`src/rtl/nibble_packer.sv`:
```
// Pairs a qualified 4-bit stream into bytes and queues them in a
// first-word-fall-through FIFO with valid/ready output and sticky overflow.
module nibble_packer #(
    parameter int FIFO_DEPTH = 4,
    parameter bit LOW_FIRST  = 1'b1
) (
    input  logic                          clk,
    input  logic                          clr,
    input  logic [3:0]                    d,
    input  logic                          d_en,
    input  logic                          flush,
    output logic [7:0]                    out_data,
    output logic                          out_valid,
    input  logic                          out_ready,
    output logic                          full,
    output logic [$clog2(FIFO_DEPTH):0]   level,
    output logic                          overflow
);

    localparam int AW = $clog2(FIFO_DEPTH);
    localparam logic [AW:0] LV_FULL = (AW+1)'(FIFO_DEPTH);

    typedef enum logic {
        S_EMPTY = 1'b0,
        S_HALF  = 1'b1
    } state_t;

    state_t       r_state;
    state_t       w_state_nxt;
    logic [3:0]   r_half;
    logic         w_load_half;
    logic         w_push;
    logic [7:0]   w_byte;

    logic [7:0]   r_mem [FIFO_DEPTH];
    logic [AW-1:0] r_wptr;
    logic [AW-1:0] r_rptr;
    logic [AW:0]  r_level;
    logic         r_overflow;

    logic         w_valid;
    logic         w_full;
    logic         w_pop;
    logic         w_wr;
    logic         w_drop;

    // Pack state and the pending first nibble of a pair
    always_ff @(posedge clk) begin
        if (clr) begin
            r_state <= S_EMPTY;
            r_half  <= 4'h0;
        end else begin
            r_state <= w_state_nxt;
            if (w_load_half) begin
                r_half <= d;
            end
        end
    end

    // Next pack state and the byte to enqueue this cycle
    always_comb begin
        w_state_nxt = r_state;
        w_load_half = 1'b0;
        w_push      = 1'b0;
        w_byte      = 8'h00;
        unique case (r_state)
            S_EMPTY: begin
                if (d_en && flush) begin
                    w_push = 1'b1;
                    w_byte = LOW_FIRST ? {4'h0, d} : {d, 4'h0};
                end else if (d_en) begin
                    w_load_half = 1'b1;
                    w_state_nxt = S_HALF;
                end
            end
            S_HALF: begin
                if (d_en) begin
                    w_push      = 1'b1;
                    w_byte      = LOW_FIRST ? {d, r_half} : {r_half, d};
                    w_state_nxt = S_EMPTY;
                end else if (flush) begin
                    w_push      = 1'b1;
                    w_byte      = LOW_FIRST ? {4'h0, r_half} : {r_half, 4'h0};
                    w_state_nxt = S_EMPTY;
                end
            end
            default: w_state_nxt = S_EMPTY;
        endcase
    end

    // A full FIFO still takes a byte when the head leaves in the same cycle
    assign w_valid = (r_level != '0);
    assign w_full  = (r_level == LV_FULL);
    assign w_pop   = w_valid & out_ready;
    assign w_wr    = w_push & (~w_full | w_pop);
    assign w_drop  = w_push & w_full & ~w_pop;

    // Byte storage; stale entries are masked by the level count
    always_ff @(posedge clk) begin
        if (w_wr && !clr) begin
            r_mem[r_wptr] <= w_byte;
        end
    end

    // Pointers wrap naturally since the depth is a power of two
    always_ff @(posedge clk) begin
        if (clr) begin
            r_wptr  <= '0;
            r_rptr  <= '0;
            r_level <= '0;
        end else begin
            if (w_wr) begin
                r_wptr <= r_wptr + 1'b1;
            end
            if (w_pop) begin
                r_rptr <= r_rptr + 1'b1;
            end
            unique case ({w_wr, w_pop})
                2'b10:   r_level <= r_level + 1'b1;
                2'b01:   r_level <= r_level - 1'b1;
                default: r_level <= r_level;
            endcase
        end
    end

    // Sticky record of any byte lost to a full FIFO
    always_ff @(posedge clk) begin
        if (clr) begin
            r_overflow <= 1'b0;
        end else if (w_drop) begin
            r_overflow <= 1'b1;
        end
    end

    assign out_valid = w_valid;
    assign out_data  = w_valid ? r_mem[r_rptr] : 8'h00;
    assign full      = w_full;
    assign level     = r_level;
    assign overflow  = r_overflow;

endmodule

```
`config.mk`:
```
export PLATFORM = sky130hd
export DESIGN_NAME = nibble_packer
export DESIGN_NICKNAME = d
export VERILOG_FILES = /design/src/rtl/nibble_packer.sv
export SDC_FILE = /design/constraint.sdc
export NUM_CORES = 1
export LEC_CHECK = 0
export ABC_AREA = 0
export CORE_UTILIZATION = 42
export CTS_CLUSTER_SIZE = 16
export DETAILED_ROUTE_END_ITERATION = 6
export PLACE_DENSITY_LB_ADDON = 0.05
export SLEW_MARGIN = 5
export SYNTH_ARGS = -nofsm -noshare
export SYNTH_HDL_FRONTEND = slang
export SYNTH_SLANG_ARGS = --single-unit
```
`constraint.sdc`:
```
create_clock -name clk -period 2.6 [get_ports clk]
set_clock_uncertainty 0.15 [all_clocks]
set_input_delay 0.26 -clock clk [delete_from_list [all_inputs] [get_ports clk]]
set_output_delay 0.26 -clock clk [all_outputs]
set_load 0.05 [all_outputs]
```
Yosys cells after proc, flatten, opt, wreduce, memory -nomap -nowiden
Memory sizes are Yosys's and may differ from the RTL's. A register that Yosys moved wholly into a read port is not among the register bits.
Index checks and enable logic that the tools add are counted.
{"block": "op_classes", "n_addsub": 4, "mux": 20, "bitwise": 8, "reduce_logical": 5, "eq_ne": 3}
{"operator": "$mux 8", "count": 2}
{"operator": "$pmux 8 s2", "count": 1}
{"operator": "$mux 1", "count": 10}
{"operator": "$mux 4", "count": 2}
{"operator": "$pmux 3 s2", "count": 1}
{"operator": "$add 2x1->2 const B", "count": 2}
{"operator": "$and 1x1->1", "count": 4}
{"operator": "$mux 2", "count": 2}
{"operator": "$pmux 1 s2", "count": 2}
{"operator": "$add 3x1->3 const B", "count": 1}
{"operator": "$eq 3x3->1 const B", "count": 1}
{"operator": "$not 1->1", "count": 3}
{"operator": "$reduce_bool 3->1", "count": 1}
{"operator": "$sub 3x1->3 const B", "count": 1}
{"operator": "$eq 2x1->1 const B", "count": 1}
{"operator": "$eq 2x2->1 const B", "count": 1}
{"operator": "$logic_and 1x1->1", "count": 2}
{"operator": "$reduce_bool 2->1", "count": 1}
{"operator": "$logic_not 1->1", "count": 1}
{"operator": "$or 1x1->1", "count": 1}
{"block": "word_totals", "mem_bits_rw": 32, "ff_bits": 13, "memories": 1, "word_cells": 47, "in_bits": 9, "output_inout_bits": 14}
{"memory": "r_mem", "words": 4, "word_bits": 8, "rd": 1, "rd_ports_with_merged_regs": 1, "write_ports": 1, "line": "35", "text": "logic [7:0] r_mem [FIFO_DEPTH];"}

Depth between registers and ports, before layout
{"block": "depth", "depth_word": 7, "ltp_mapped": 9, "ltp_nobuf": 7}

Least setup slack after synthesis
OpenSTA, ideal clock, no wires.
{"block": "synth_path", "path_type": "register to output", "start": "register r_level[1] (netlist: level[1])", "end": "output out_data[0]", "path_slack_ns": 0.202, "arrival_ns": 1.988, "required_ns": 2.190, "path_buffers": 1, "stages_incl_launch_ff": 4, "path_cell_list": "dfxtp_1 > or3_1 > clkbuf_1 > and2_1"}
{"block": "synth_via", "elab_chain_cells": 2}
{"item": "start, declared", "line": "38", "text": "logic [AW:0] r_level;"}
{"item": "start signal, assigned", "line": "119", "text": "2'b10: r_level <= r_level + 1'b1;"}
{"item": "start signal, assigned", "line": "120", "text": "2'b01: r_level <= r_level - 1'b1;"}
{"item": "start signal, assigned", "line": "121", "text": "default: r_level <= r_level;"}
{"item": "$reduce_bool 3->1", "line": "92", "text": "assign w_valid = (r_level != '0);"}
{"item": "net out_valid", "line": "13", "text": "output logic out_valid,"}
{"item": "$mux 8", "line": "136", "text": "assign out_data = w_valid ? r_mem[r_rptr] : 8'h00;"}
{"item": "end, declared", "line": "12", "text": "output logic [7:0] out_data,"}
The timed path passes the listed nets, and every way through them passes these cells.

==> results.md <==
- Status: completed
- PostCTS Resize Cnt: 0
- WL final: 3750 um
- Post-synthesis cell count: 149
- Slew @ Worst Pin: 0.554 ns
- CTS root buf: clkbuf_8
- Clock Tree Buf Depth: 2
- Ports: 23
- Seq/Total Area, Yosys: 60.9%
- Largest delay share family, worst path: flip-flops
- WS Path Type: reg2out
- Crit. End Element: output pin
- Dpl ws: 0.127 ns
- Mapped Nets: 163
- Placer congestion estimate: 0.681
- Port bufs: 22
- H-tree depth: 2
- Antenna Nets Post-Route: 0
- Worst-Skew Late Latency: 0.29 ns
- Cell row count: 25
- Max_slew headroom: 63.0%
- Post-route insts no fill: 247
- Arr. time, crit path: 1.89 ns
- Max VDD drop: 260 uV
- Clock slew at reported path FFs: 0.08 ns
- Clk pwr share: 24.1%
- First-pass GRT wire length: 6240 um
- Post-synthesis instance area: 2070 sq um
- Diode count: 0
- Antenna violations before repair: 0
- Area of the die: 5220 sq um
- Largest net degree at the start of global routing: 16
- Filler cell count: 417
- DRT Pass-1 Iters: 4
- Worst hold path type: reg2reg
- Sequential power share: 45.4%
- Vias in the first global route: 1,298
- DRT iter0 DRCs: 66
- NetSw: 0.000641 W
- Post-route worst setup slack: 0.302 ns
- Overflow after GRT: 0
- Die Wd: 72.2 um
- Logic pwr share: 30.5%
- Core ar.: 4720 sq um
- Post-CTS Setup Inserts: 0
- Setup crit start kind: flop
- CP max FO: 8
- Most frequent cells in the layout: edfxtp_1 (32), buf_4 (18), dfxtp_1 (15), nor2_1 (14), clkdlybuf4s50_1 (14)
- P_int: 0.00131 W
- Slowest Stage Delay on Critical Path: 0.68 ns
- Final Net Count: 193
- Max Fclk: 435 MHz
- Tot GR Track Use: 16.5%
- #FFs+latches synth: 47
- Final hold violations: 0
- Slowest-stage cell, CP: dfxtp_1
- PD cells: 786 nW/um^2
- Slew Viols, Final: 0
- Post-layout min period: 2.30 ns
- Max cap viols: 0
- Leakage dissipation: 0.889 nW
- Hold_buf cts: 0
- Setup-failing EPs final: 0
- Worst EP required: 2.19 ns
- Detailed-route via count: 1,236
- Worst-path cell chain: mux4_2 -> and2_1 -> buf_4
- Setup TNS: 0 ns
- Die height: 72.2 um
- Layout cells sized above 1: 20.6%
- Layout Area Growth over Synthesis: 20.1%
- Dpl cells: 239
- Starting Density: 43.8%
- Distinct cell type count after synthesis: 37
- DP Wirelength: 2770 um
- Switching share of power: 32.8%
- Buffers and inverters on the worst path: 1
- # DRC: 0
- Most common cell after layout, fill and taps aside: edfxtp_1
- Tcrit/Tclk final: 88.4%
- CTS tree: built
- YS warnings: 0
- Post-Syn Area per Cell: 13.9 sq um
- Unrepaired setup endpoints after global routing: false
- Clock Sink Count: 47
- CTS Buf Count: 5
- DR vias/cell: 5.00
- Routed len/inst: 15.2 um
==> synthesized netlist by cell type <==
cell type  instances  area share, %
nand3_1            2           0.48
nor3b_1            1           0.36
mux4_2             8            8.7
a21oi_1            4           0.97
buf_6              1           0.54
clkbuf_1           4           0.72
a31oi_1            1           0.30
o21a_1             1           0.36
xor2_1             3            1.3
o31a_1             1           0.42
nor2_1            14            2.5
o32ai_1            1           0.42
ha_1               4            2.4
and2_1            13            3.9
a22o_1             4            1.7
nor3_1             2           0.48
buf_2              3           0.72
nor3b_2            1           0.60
nand2_1            5           0.91
nand2b_1           1           0.30
xnor2_1            3            1.3
o21bai_1           1           0.36
nand3b_1           1           0.36
and3_1             4            1.2
or3b_1             1           0.42
clkbuf_2           1           0.24
or4b_4             1           0.66
edfxtp_1          32             46
fa_1               1           0.97
maj3_2             1           0.54
and3b_1            1           0.42
a311o_1            1           0.48
mux2i_1            5            2.4
o211ai_1           1           0.36
inv_1              5           0.91
dfxtp_1           15             15
or3_1              1           0.30
==> flip-flops by register name, summed over array words and instances (netlist names), named ones only <==
name,cells
overflow,1
r_wptr,2
level,3
r_state,1
r_mem,32
r_rptr,2
r_half,4
==> worst min-delay path: cells and delay by family (launching register included) <==
family	cells	cell delay, ns
AO/OA/AOI/OAI	1	0.04
AND/OR/NAND/NOR	1	0.07
flip-flops	1	0.34
==> stage by stage <==
step / utilization [%] / power, W / cell area (sq um) / hold slack (ns)
CTS: 52.7 / 0.00198 / 2490 / 0.336
global placement: 50.5 / 0.00150 / 2380 / 0.304
finish: 52.7 / 0.00195 / 2490 / 0.330
detailed placement: 50.5 / 0.00151 / 2380 / 0.312
floorplan: - / 0.00132 / 2070 / 0.187
global route: 52.7 / 0.00206 / 2490 / 0.375
==> kinds of logic (layout without fill, tap and decap cells) <==
| family | count (synthesis) | after routing | share of synthesized area, % |
|---|---|---|---|
| compound gates | 15 | 15 | 5.38 |
| xor+xnor | 6 | 6 | 2.54 |
| simple gates | 48 | 48 | 13.0 |
| flops | 47 | 47 | 60.9 |
| fa+ha+maj | 6 | 6 | 3.93 |
| mux | 13 | 13 | 11.1 |
| buf+inv | 14 | 45 | 3.14 |
==> worst paths after layout <==
kind             from           to  slack, ns  depth (start not counted)
min          overflow     overflow       0.33                          2
min reg2reg  overflow     overflow       0.33                          2
max reg2reg  level[1]     level[2]       0.46                          7
max              flop  out_data[6]       0.30                          3
==> power by group through the flow <==
stage	clock network, W	registers, W	logic [W]
3_5_place_dp	0	0.000907	0.000601
5_1_grt	0.000518	0.000898	0.000639
3_3_place_gp	0	0.000904	0.000594
4_1_cts	0.000487	0.000890	0.000602
2_1_floorplan	0	0.000908	0.000417
6_report	0.000471	0.000887	0.000596
==> metal layers <==
| layer | share of wire [%] | vias up | global-route usage [%] |
|---|---|---|---|
| met1 | 41 | 600 | 17.9 |
| met5 | 0 | - | 0 |
| met2 | 54 | 27 | 30.8 |
| li1 | - | 603 | - |
| met3 | 4.2 | 6 | 4.31 |
| met4 | 1.1 | 0 | 5.88 |
==> layout make-up <==
| class | count | area [sq um] | share of cell area, % |
|---|---|---|---|
| clock buffers | 7 | 96.3 | 3.87 |
| clock inverters | 1 | 7.51 | 0.302 |
| inverters | 5 | 18.8 | 0.755 |
| multi-input cells | 88 | 744 | 29.9 |
| flip-flops and latches | 47 | 1260 | 50.7 |
| well taps | 67 | 83.8 | 3.37 |
| repair buffers | 32 | 275 | 11.1 |
Note: power is estimated with default switching activity, not from simulation.
